## src/rtl/piezo_pkg.sv

```systemverilog
// Shared note constants, alert/state enums and the six-entry note table for the
// piezo alert scheduler.
package piezo_pkg;

   localparam logic [13:0] G6 = 14'd15944;
   localparam logic [13:0] C7 = 14'd11944;
   localparam logic [13:0] E7 = 14'd9480;
   localparam logic [13:0] G7 = 14'd7972;

   localparam logic [25:0] D23    = 26'd8388608;
   localparam logic [25:0] D23_22 = 26'd12582912;
   localparam logic [25:0] D22    = 26'd4194304;
   localparam logic [25:0] D25    = 26'd33554432;

   typedef enum logic [1:0] {
      NONE    = 2'd0,
      FANFARE = 2'd1,
      REVERSE = 2'd2,
      LOOP    = 2'd3
   } alert_t;

   typedef enum logic [1:0] {
      IDLE  = 2'd0,
      ISSUE = 2'd1,
      PLAY  = 2'd2
   } sched_state_t;

   typedef struct packed {
      logic [13:0] half_per;
      logic [25:0] dur;
   } note_t;

   // Table position follows the fanfare order; the reverse melody reads it back to front.
   function automatic note_t note_table(input logic [2:0] pos);
      note_t n;
      case (pos)
         3'd0:    n = '{half_per: G6, dur: D23};
         3'd1:    n = '{half_per: C7, dur: D23};
         3'd2:    n = '{half_per: E7, dur: D23};
         3'd3:    n = '{half_per: G7, dur: D23_22};
         3'd4:    n = '{half_per: E7, dur: D22};
         default: n = '{half_per: G7, dur: D25};
      endcase
      return n;
   endfunction

endpackage

```

## src/rtl/piezo_alert_sched_if.sv

```systemverilog
// Note-command handshake between the alert scheduler and the tone player.
interface piezo_alert_sched_if;

   logic        cmd_vld;
   logic        cmd_rdy;
   logic [13:0] cmd_half_per;
   logic [25:0] cmd_dur;
   logic        cmd_last;
   logic        tone_done;

   modport master (
      output cmd_vld,
      output cmd_half_per,
      output cmd_dur,
      output cmd_last,
      input  cmd_rdy,
      input  tone_done
   );

   modport slave (
      input  cmd_vld,
      input  cmd_half_per,
      input  cmd_dur,
      input  cmd_last,
      output cmd_rdy,
      output tone_done
   );

endinterface

```

## src/rtl/piezo_rpt_timer.sv

```systemverilog
// Repeat hold-off timer: after clr, rpt_ok stays low for the full hold-off period,
// then rises and the counter parks at zero until the next clr.
module piezo_rpt_timer #(
   parameter bit          FAST_SIM   = 1'b0,
   parameter int unsigned REPEAT_CYC = 150_000_000
) (
   input  logic clk,
   input  logic rst,
   input  logic clr,
   output logic rpt_ok
);

   localparam int unsigned TERM_CYC = FAST_SIM ? (REPEAT_CYC / 64) : REPEAT_CYC;
   localparam logic [27:0] TERM_CNT = 28'(TERM_CYC - 1);

   logic [27:0] cnt;

   // A clr arriving on the terminal-count cycle wins, so the hold-off restarts cleanly.
   always_ff @(posedge clk) begin
      if (rst) begin
         cnt    <= '0;
         rpt_ok <= 1'b1;
      end else if (clr) begin
         cnt    <= '0;
         rpt_ok <= 1'b0;
      end else if (!rpt_ok) begin
         if (cnt == TERM_CNT) begin
            cnt    <= '0;
            rpt_ok <= 1'b1;
         end else begin
            cnt <= cnt + 28'd1;
         end
      end
   end

endmodule

```

## src/rtl/piezo_alert_sched.sv

```systemverilog
// Alert scheduler: picks a melody by request priority and feeds its notes one at a
// time to the tone player, waiting for tone_done between notes.
module piezo_alert_sched
   import piezo_pkg::*;
#(
   parameter bit          FAST_SIM   = 1'b0,
   parameter int unsigned REPEAT_CYC = 150_000_000
) (
   input  logic                       clk,
   input  logic                       rst,
   input  logic                       too_fast,
   input  logic                       batt_low,
   input  logic                       en_steer,
   piezo_alert_sched_if.master        cmd,
   output logic                       busy,
   output logic [1:0]                 alert_id
);

   sched_state_t state;
   alert_t       melody;
   logic [2:0]   idx;

   logic         rpt_ok;
   logic         rpt_clr;
   logic         load;
   logic         go_idle;
   alert_t       load_mel;
   logic [2:0]   load_idx;
   note_t        load_note;
   logic         load_last;

   function automatic note_t melody_note(input alert_t m, input logic [2:0] i);
      note_t n;
      n = note_table((m == REVERSE) ? (3'd5 - i) : i);
      if (FAST_SIM) n.dur = n.dur >> 6;
      return n;
   endfunction

   piezo_rpt_timer #(
      .FAST_SIM   (FAST_SIM),
      .REPEAT_CYC (REPEAT_CYC)
   ) u_rpt_timer (
      .clk    (clk),
      .rst    (rst),
      .clr    (rpt_clr),
      .rpt_ok (rpt_ok)
   );

   // Next-note decision. The loop always plays whole G6-C7-E7 passes: too_fast is
   // consulted at the E7, so dropping it mid-pass lets the pass finish with cmd_last.
   always_comb begin
      load     = 1'b0;
      go_idle  = 1'b0;
      rpt_clr  = 1'b0;
      load_mel = melody;
      load_idx = 3'd0;
      case (state)
         IDLE: begin
            if (too_fast) begin
               load     = 1'b1;
               load_mel = LOOP;
            end else if (batt_low && rpt_ok) begin
               load     = 1'b1;
               load_mel = REVERSE;
               rpt_clr  = 1'b1;
            end else if (en_steer && rpt_ok) begin
               load     = 1'b1;
               load_mel = FANFARE;
               rpt_clr  = 1'b1;
            end
         end
         PLAY: begin
            if (cmd.tone_done) begin
               if (melody != LOOP && too_fast) begin
                  load     = 1'b1;
                  load_mel = LOOP;
               end else if (melody == LOOP) begin
                  if (idx != 3'd2) begin
                     load     = 1'b1;
                     load_idx = idx + 3'd1;
                  end else if (too_fast) begin
                     load = 1'b1;
                  end else begin
                     go_idle = 1'b1;
                  end
               end else if (idx != 3'd5) begin
                  load     = 1'b1;
                  load_idx = idx + 3'd1;
               end else begin
                  go_idle = 1'b1;
               end
            end
         end
         default: ;
      endcase
      load_note = melody_note(load_mel, load_idx);
      load_last = (load_mel == LOOP) ? ((load_idx == 3'd2) && !too_fast)
                                     : (load_idx == 3'd5);
   end

   // Command fields are only written on a load, so they stay frozen through an ISSUE stall.
   always_ff @(posedge clk) begin
      if (rst) begin
         state            <= IDLE;
         melody           <= NONE;
         idx              <= 3'd0;
         cmd.cmd_vld      <= 1'b0;
         cmd.cmd_half_per <= '0;
         cmd.cmd_dur      <= '0;
         cmd.cmd_last     <= 1'b0;
         busy             <= 1'b0;
         alert_id         <= 2'd0;
      end else if (load) begin
         state            <= ISSUE;
         melody           <= load_mel;
         idx              <= load_idx;
         cmd.cmd_vld      <= 1'b1;
         cmd.cmd_half_per <= load_note.half_per;
         cmd.cmd_dur      <= load_note.dur;
         cmd.cmd_last     <= load_last;
         busy             <= 1'b1;
         alert_id         <= load_mel;
      end else if (go_idle) begin
         state            <= IDLE;
         melody           <= NONE;
         idx              <= 3'd0;
         cmd.cmd_vld      <= 1'b0;
         cmd.cmd_half_per <= '0;
         cmd.cmd_dur      <= '0;
         cmd.cmd_last     <= 1'b0;
         busy             <= 1'b0;
         alert_id         <= 2'd0;
      end else if (state == ISSUE && cmd.cmd_rdy) begin
         state       <= PLAY;
         cmd.cmd_vld <= 1'b0;
      end
   end

endmodule

```

## src/flat_wrapper.sv

```systemverilog
// flat-port wrapper written by rule: the top's interface ports become plain ports
module piezo_alert_sched_flat import piezo_pkg::*;
#(
   parameter bit          FAST_SIM   = 1'b0,
   parameter int unsigned REPEAT_CYC = 150_000_000
)
  (clk, rst, too_fast, batt_low, en_steer, busy, alert_id, cmd_cmd_vld, cmd_cmd_half_per, cmd_cmd_dur, cmd_cmd_last, cmd_cmd_rdy, cmd_tone_done);
  piezo_alert_sched_if cmd_i ();
  input  logic clk;
  input  logic rst;
  input  logic too_fast;
  input  logic batt_low;
  input  logic en_steer;
  output logic busy;
  output logic [1:0] alert_id;
  output wire logic [$bits(cmd_i.cmd_vld)-1:0] cmd_cmd_vld;
  output wire logic [$bits(cmd_i.cmd_half_per)-1:0] cmd_cmd_half_per;
  output wire logic [$bits(cmd_i.cmd_dur)-1:0] cmd_cmd_dur;
  output wire logic [$bits(cmd_i.cmd_last)-1:0] cmd_cmd_last;
  input wire logic [$bits(cmd_i.cmd_rdy)-1:0] cmd_cmd_rdy;
  input wire logic [$bits(cmd_i.tone_done)-1:0] cmd_tone_done;
  assign cmd_cmd_vld = cmd_i.cmd_vld;
  assign cmd_cmd_half_per = cmd_i.cmd_half_per;
  assign cmd_cmd_dur = cmd_i.cmd_dur;
  assign cmd_cmd_last = cmd_i.cmd_last;
  assign cmd_i.cmd_rdy = cmd_cmd_rdy;
  assign cmd_i.tone_done = cmd_tone_done;
  piezo_alert_sched #(.FAST_SIM(FAST_SIM), .REPEAT_CYC(REPEAT_CYC)) u_core (.clk(clk), .rst(rst), .too_fast(too_fast), .batt_low(batt_low), .en_steer(en_steer), .cmd(cmd_i), .busy(busy), .alert_id(alert_id));
endmodule
```

## config.mk

```make
export PLATFORM = sky130hd
export DESIGN_NAME = piezo_alert_sched_flat
export DESIGN_NICKNAME = d
export VERILOG_FILES = /design/src/rtl/piezo_pkg.sv /design/src/rtl/piezo_alert_sched_if.sv /design/src/rtl/piezo_rpt_timer.sv /design/src/rtl/piezo_alert_sched.sv /design/src/flat_wrapper.sv
export SDC_FILE = /design/constraint.sdc
export NUM_CORES = 1
export LEC_CHECK = 0
export CAP_MARGIN = 10
export CORE_UTILIZATION = 43
export CTS_CLUSTER_DIAMETER = 200
export DETAILED_ROUTE_END_ITERATION = 8
export GPL_TIMING_DRIVEN = 1
export PLACE_DENSITY_LB_ADDON = 0.05
export SLEW_MARGIN = 5
export SYNTH_ARGS = -nofsm -noshare
export SYNTH_HDL_FRONTEND = slang
export SYNTH_SLANG_ARGS = --single-unit
```

## constraint.sdc

```tcl
create_clock -name clk -period 4.2 [get_ports clk]
set_clock_uncertainty 0.05 [all_clocks]
set_input_delay 0.84 -clock clk [delete_from_list [all_inputs] [get_ports clk]]
set_output_delay 0.84 -clock clk [all_outputs]
set_load 0.005 [all_outputs]
```

## Word level (Yosys, flattened, before mapping)

Index checks and enable logic that the tools add are counted.

| operators by class | value |
|---|---|
| $add $sub $neg | 3 |
| eq/ne operators | 15 |
| muxes and demuxes | 55 |
| reduce and logical (&&, ||, !) cells | 12 |

Operator list:

| kind | number |
|---|---|
| $pmux 40 s5 | 1 |
| $mux 26 | 2 |
| $mux 1 | 31 |
| $add 28x1->28 const B | 1 |
| $eq 28x28->1 const B | 1 |
| $mux 14 | 2 |
| $mux 28 | 1 |
| $mux 3 | 9 |
| $mux 2 | 7 |
| $eq 3x2->1 const B | 3 |
| $eq 2x2->1 const B | 4 |
| $eq 3x3->1 const B | 2 |
| $logic_and 1x1->1 | 5 |
| $pmux 2 s2 | 1 |
| $add 3x1->3 const B | 1 |
| $eq 3x1->1 const B | 1 |
| $logic_not 3->1 | 1 |
| $ne 3x2->1 const B | 1 |
| $ne 3x3->1 const B | 1 |
| $reduce_bool 3->1 | 1 |
| $reduce_or 3->1 | 1 |
| $sub 3x3->3 const A | 1 |
| $eq 2x1->1 const B | 1 |
| $logic_not 2->1 | 1 |
| 5 further kinds | 5 |

| storage, ports and cells | value |
|---|---|
| register bits after elaboration | 79 |
| output and inout bits | 45 |
| word-level logic and storage cells | 96 |

## Logic depth before layout (Yosys ltp)

| depth | value |
|---|---|
| depth after elaboration | 11 |
| gate-level depth with buffers | 11 |
| gate-level depth less buffers | 10 |

## Modules after synthesis

Synthesis repeated with hierarchy kept, for this count alone.

| second synthesis, totals | value |
|---|---|
| cells, all modules | 339 |
| area total of the unflattened synthesis | 2869.0 sq um |

Modules (own cells, without submodules):

| module | times used | cells each | area each (sq um) | seq. area each (sq um) |
|---|---|---|---|---|
| piezo_rpt_timer | 1 | 164 | 1460.2 | 580.6 |
| piezo_alert_sched | 1 | 175 | 1408.9 | 400.4 |

## Worst setup path after synthesis

No wires, ideal clock.

| path | value |
|---|---|
| path kind | in2reg |
| start point | in too_fast |
| end point | reg u_core.cmd.cmd_half_per[11] |
| setup time | 0.058 ns |
| data arrival time | 3.039 ns |
| required time | 4.092 ns |
| path slack | 1.053 ns |
| cell stages on the path | 11 |
| buffers on the path | 2 |
| cells stage by stage | buf_6 > a21boi_1 > nor4_1 > nor2b_1 > clkbuf_1 > ha_1 > a2111oi_0 > a221oi_1 > a311o_2 > nor2_1 > a211o_1 |

| between the ends | value |
|---|---|
| word-level cells in the longest chain between the ends | 9 |
| elaborated cells on any way between the ends | 32 |

RTL lines:

| item | line | text |
|---|---|---|
| from (decl) | flat_wrapper.sv:11 | `input logic too_fast;` |
| $logic_and 1x1->1 | piezo_alert_sched.sv:74 | `if (melody != LOOP && too_fast) begin` |
| $mux 3 or $mux 2 (tied branches) | piezo_alert_sched.sv:74 |  |
| $mux 3 or $mux 2 (tied branches) | piezo_alert_sched.sv:73 | `if (cmd.tone_done) begin` |
| $mux 3 or $pmux 2 s2 (tied branches) | piezo_alert_sched.sv:57 | `case (state)` |
| $sub 3x3->3 or $eq 2x2->1 (tied branches) | piezo_alert_sched.sv:34 | `n = note_table((m == REVERSE) ? (3'd5 - i) : i);` |
| $mux 3 | piezo_alert_sched.sv:34 |  |
| $eq 3x3->1, or another cell as far along | piezo_pkg.sv:36 | `case (pos)` |
| $pmux 40 s5 | piezo_pkg.sv:36 |  |
| $mux 14 | piezo_alert_sched.sv:113 | `end else if (load) begin` |
| to (signal assigned) | piezo_alert_sched.sv:118 | `cmd.cmd_half_per <= load_note.half_per;` |
| to (decl) | piezo_alert_sched_if.sv:13 | `output cmd_half_per,` |

Several ways; a longest one is shown, not always the timed one.
A chain may end at the register's enable or synchronous reset.

## Worst setup path in the final report

| path | value |
|---|---|
| start point | in cmd_tone_done |
| end point | reg u_core.cmd.cmd_half_per[11] |

| between the ends | value |
|---|---|
| word-level cells in the longest chain between the ends | 7 |
| elaborated cells on any way between the ends | 19 |

RTL lines:

| item | line | text |
|---|---|---|
| from (decl) | flat_wrapper.sv:21 | `input wire logic [$bits(cmd_i.tone_done)-1:0] cmd_tone_done;` |
| $mux 3 or $mux 2 (tied branches) | piezo_alert_sched.sv:73 |  |
| $mux 3 or $pmux 2 s2 (tied branches) | piezo_alert_sched.sv:57 |  |
| $sub 3x3->3 or $eq 2x2->1 (tied branches) | piezo_alert_sched.sv:34 |  |
| $mux 3 | piezo_alert_sched.sv:34 |  |
| $eq 3x3->1, or another cell as far along | piezo_pkg.sv:36 |  |
| $pmux 40 s5 | piezo_pkg.sv:36 |  |
| $mux 14 | piezo_alert_sched.sv:113 |  |

Several ways; a longest one is shown, not always the timed one.

==> results by group <==
Clock network
  • Sink Count: 49
  • CTS H-Tree Depth: 2
  • Reg clk slew, reported paths: 90 ps
  • CTS tree: done
  • Hold buffer count at cts: 0
  • Clock root buffer: clkbuf_8
  • CTS buffer count: 5
  • Max clock buf depth: 2
  • Post-CTS setup buffers: 0
  • Post-cts sizing count: 0
  • Worst-Skew Late Latency: 300 ps

Timing
  • Min Tclk post-route: 3350 ps
  • Final worst-path cycle share: 0.799
  • Slew headroom: 0.481
  • Final setup fails: 0
  • Final hold violations: 0
  • Slew @ Worst Pin: between 700 and 800 ps
  • Setup TNS: 0 ps
  • Max Transition Viols Final: 0
  • RSZ-0062 raised after global routing: false
  • Max Freq: ~300 MHz

Critical path
  • Kind of critical path: in2reg
  • Crit path largest cell delay: 570 ps
  • CP arrival: 3560 ps
  • CP Capture Type: register
  • CP Cell Sequence: clkdlybuf4s50_1, nand3b_4, nor4_2, ha_1, a2111oi_0, a221oi_1, a311o_2, nor2_1, a211o_1
  • Critical-path top delay cell: nor4_2
  • Critical Path RT: 4400 ps
  • Crit start category: input port
  • Max Fanout on Critical Path: 10

Synthesis
  • Synthesized flop and latch total: 49
  • Sequential area share after synthesis: 0.362
  • Synthesized area: between 2000 and 3000 um2
  • Synth async-reset ratio: 0
  • Dominant synthesized flop cell: dfxtp_1
  • Mapped Cells: between 300 and 400
  • Synth unique cells: 59
  • Mean Syn Cell Area: between 8 and 9 um2
  • YS warnings: 0
  • Post-synth EDFFs: 0

Finish
  • Commonest non-fill, non-tap cell in the layout: dfxtp_1
  • Most frequent cells in the layout: dfxtp_1 (49), nor2_1 (46), conb_1 (26), clkdlybuf4s50_1 (25), nand2_1 (19)
  • Nets: 350
  • Synthesis-to-layout area growth: 11.2%
  • Layout cell share with drive strength beyond 1: 0.0643
  • Antenna cells: 0

Placed design
  • Buffers on Ports: 25
  • GPL Wtd Cong: 0.828
  • Detail Placement HPWL: 3.71 mm

Routing
  • Post-Route WL: 5.25 mm
  • Pre-antenna DRT Iters: 4
  • Post-DRT Antenna Nets: 0
  • Wire length per cell: ~13 um
  • First-iteration detailed-routing DRC count: 102
  • DRC: 0
  • Total number of vias: between 2k and 2.5k
  • Via/cell ratio: just over 5

GRT
  • Largest net degree at the start of global routing: 23
  • Global-route wire length before repair: between 8 and 9 mm
  • Number of global-route vias before repair: roughly 1.9k
  • Total Routing Usage GR: 0.167
  • Initial antenna violation count: 0
  • Total global routing overflow: 0

Floorplanning
  • Die ar.: around 6600 um2
  • FP Rows: 28
  • Initial Util: 0.452
  • Die height: 81.4 um
  • Die Span X: slightly above 80 um
  • Core Footprint: ~6000 um2
  • Top-level port count: 52

Power and ir drop
  • P_leak: about 1.1 nW
  • Power per standard cell area: 341 nW/um2
  • Worst vdd ir: 0.271 mV
  • Power, Total: 0.00103 W

Job
  • Max-Cap Viols: 0

Outcome
  • Outcome: finished, final reports clean

Hold path
  • Worst hold-check path type: reg2reg
==> per-layer routing <==
| layer | part of all wire | track usage | wire length, um |
|---|---|---|---|
| met1 | 0.48 | 0.206 | 2510 |
| met2 | 0.48 | 0.283 | 2500 |
| met3 | 0.030 | 0.0382 | 155 |
| met4 | 0.015 | 0.0589 | 78 |
| met5 | 0 | 0 | 0 |
==> critical path: cells and delay by family <==
kind	cells	cell delay, ps
adders and majority gates	1	390
and+or+nand+nor	3	830
buffers and inverters	1	560
AOI/OAI and AO/OA	4	940
==> kinds of logic after synthesis <==
| group | count (synthesis) | share of synthesized area |
|---|---|---|
| simple gates | 130 | 0.254 |
| compound gates | 63 | 0.169 |
| flops | 49 | 0.362 |
| buf+inv | 49 | 0.116 |
| xor+xnor | 25 | 0.0809 |
| fa+ha+maj | 2 | 0.00924 |
| mux | 2 | 0.00739 |
| other cells | 1 | 0.00138 |
==> synth_stat cells, drive strengths merged (2+ instances only) <==
master	instances	area, um2
ha	2	25.0
nor2b	6	37.5
a21boi	3	22.5
and3	5	31.3
or2	3	18.8
mux2i	2	20.0
nor4b	3	26.3
nor4	3	25.0
clkbuf	6	22.5
a22o	5	43.8
and2	3	18.8
nand2b	2	12.5
nor3b	2	20.0
nand4	8	50.1
o21ai	10	50.1
a21o	6	45.0
xor2	15	131
xnor2	10	87.6
a21oi	18	90.1
nor3	6	30.0
or4	2	15.0
a22oi	2	15.0
inv	8	30.0
nand4b	3	26.3
a2111oi	3	45.1
buf	35	263
nor2	46	173
nand3	12	60.1
nand2	19	71.3
o211ai	2	15.0
dfxtp	49	981
nand3b	2	27.5
==> metrics by stage <==
stage               area (um2)  worst slack [ps]  hold slack [ps]   util  std cells
finish                    3010               845              411  0.503        417
global route              3010               589              437  0.503        417
CTS                       3010               857              412  0.503        417
detailed placement        2890               529              391  0.482        409
global placement          2890               600              391  0.482        409
floorplan                 2800              1050              399      -        346
==> power by group <==
group          leakage [nW]  total [W]  internal, W  switching, W
sequential            0.398   0.000508     0.000486     0.0000226
clock                0.0574   0.000353     0.000194      0.000159
combinational         0.690   0.000166    0.0000828     0.0000829
total                  1.15    0.00103     0.000762      0.000265
==> sequential cells by signal, summed over array words and instances (netlist names) <==
name / flops
u_core.u_rpt_timer.cnt: 28
u_core.cmd.cmd_half_per: 9
u_core.cmd.cmd_dur: 3
u_core.idx: 3
u_core.alert_id: 2
u_core.cmd.cmd_last: 1
u_core.cmd.cmd_vld: 1
u_core.state: 1
u_core.u_rpt_timer.rpt_ok: 1
==> final cells by class <==
type / instances / area [um2]
fillers: 580 / 2980
multi-input cells: 248 / 1510
flip-flops and latches: 49 / 981
repair buffers: 29 / 280
well taps: 75 / 93.8
clock buffers: 6 / 82.6
clock inverters: 2 / 37.5
inverters: 8 / 30.0
==> path summary, 6_finish.rpt <==
check | startpoint | end | slack (ps) | depth (start not counted)
worst max-delay path | cmd_tone_done | u_core.cmd.cmd_half_per[11] | 850 | 9
worst min-delay path | u_core.cmd.cmd_dur[25] | u_core.cmd.cmd_dur[25] | 410 | 1
worst max register to register | u_core.alert_id[1] | u_core.cmd.cmd_half_per[11] | 1370 | 9
worst min register to register | u_core.cmd.cmd_dur[25] | u_core.cmd.cmd_dur[25] | 410 | 1
(Power assumes the default switching activity.)
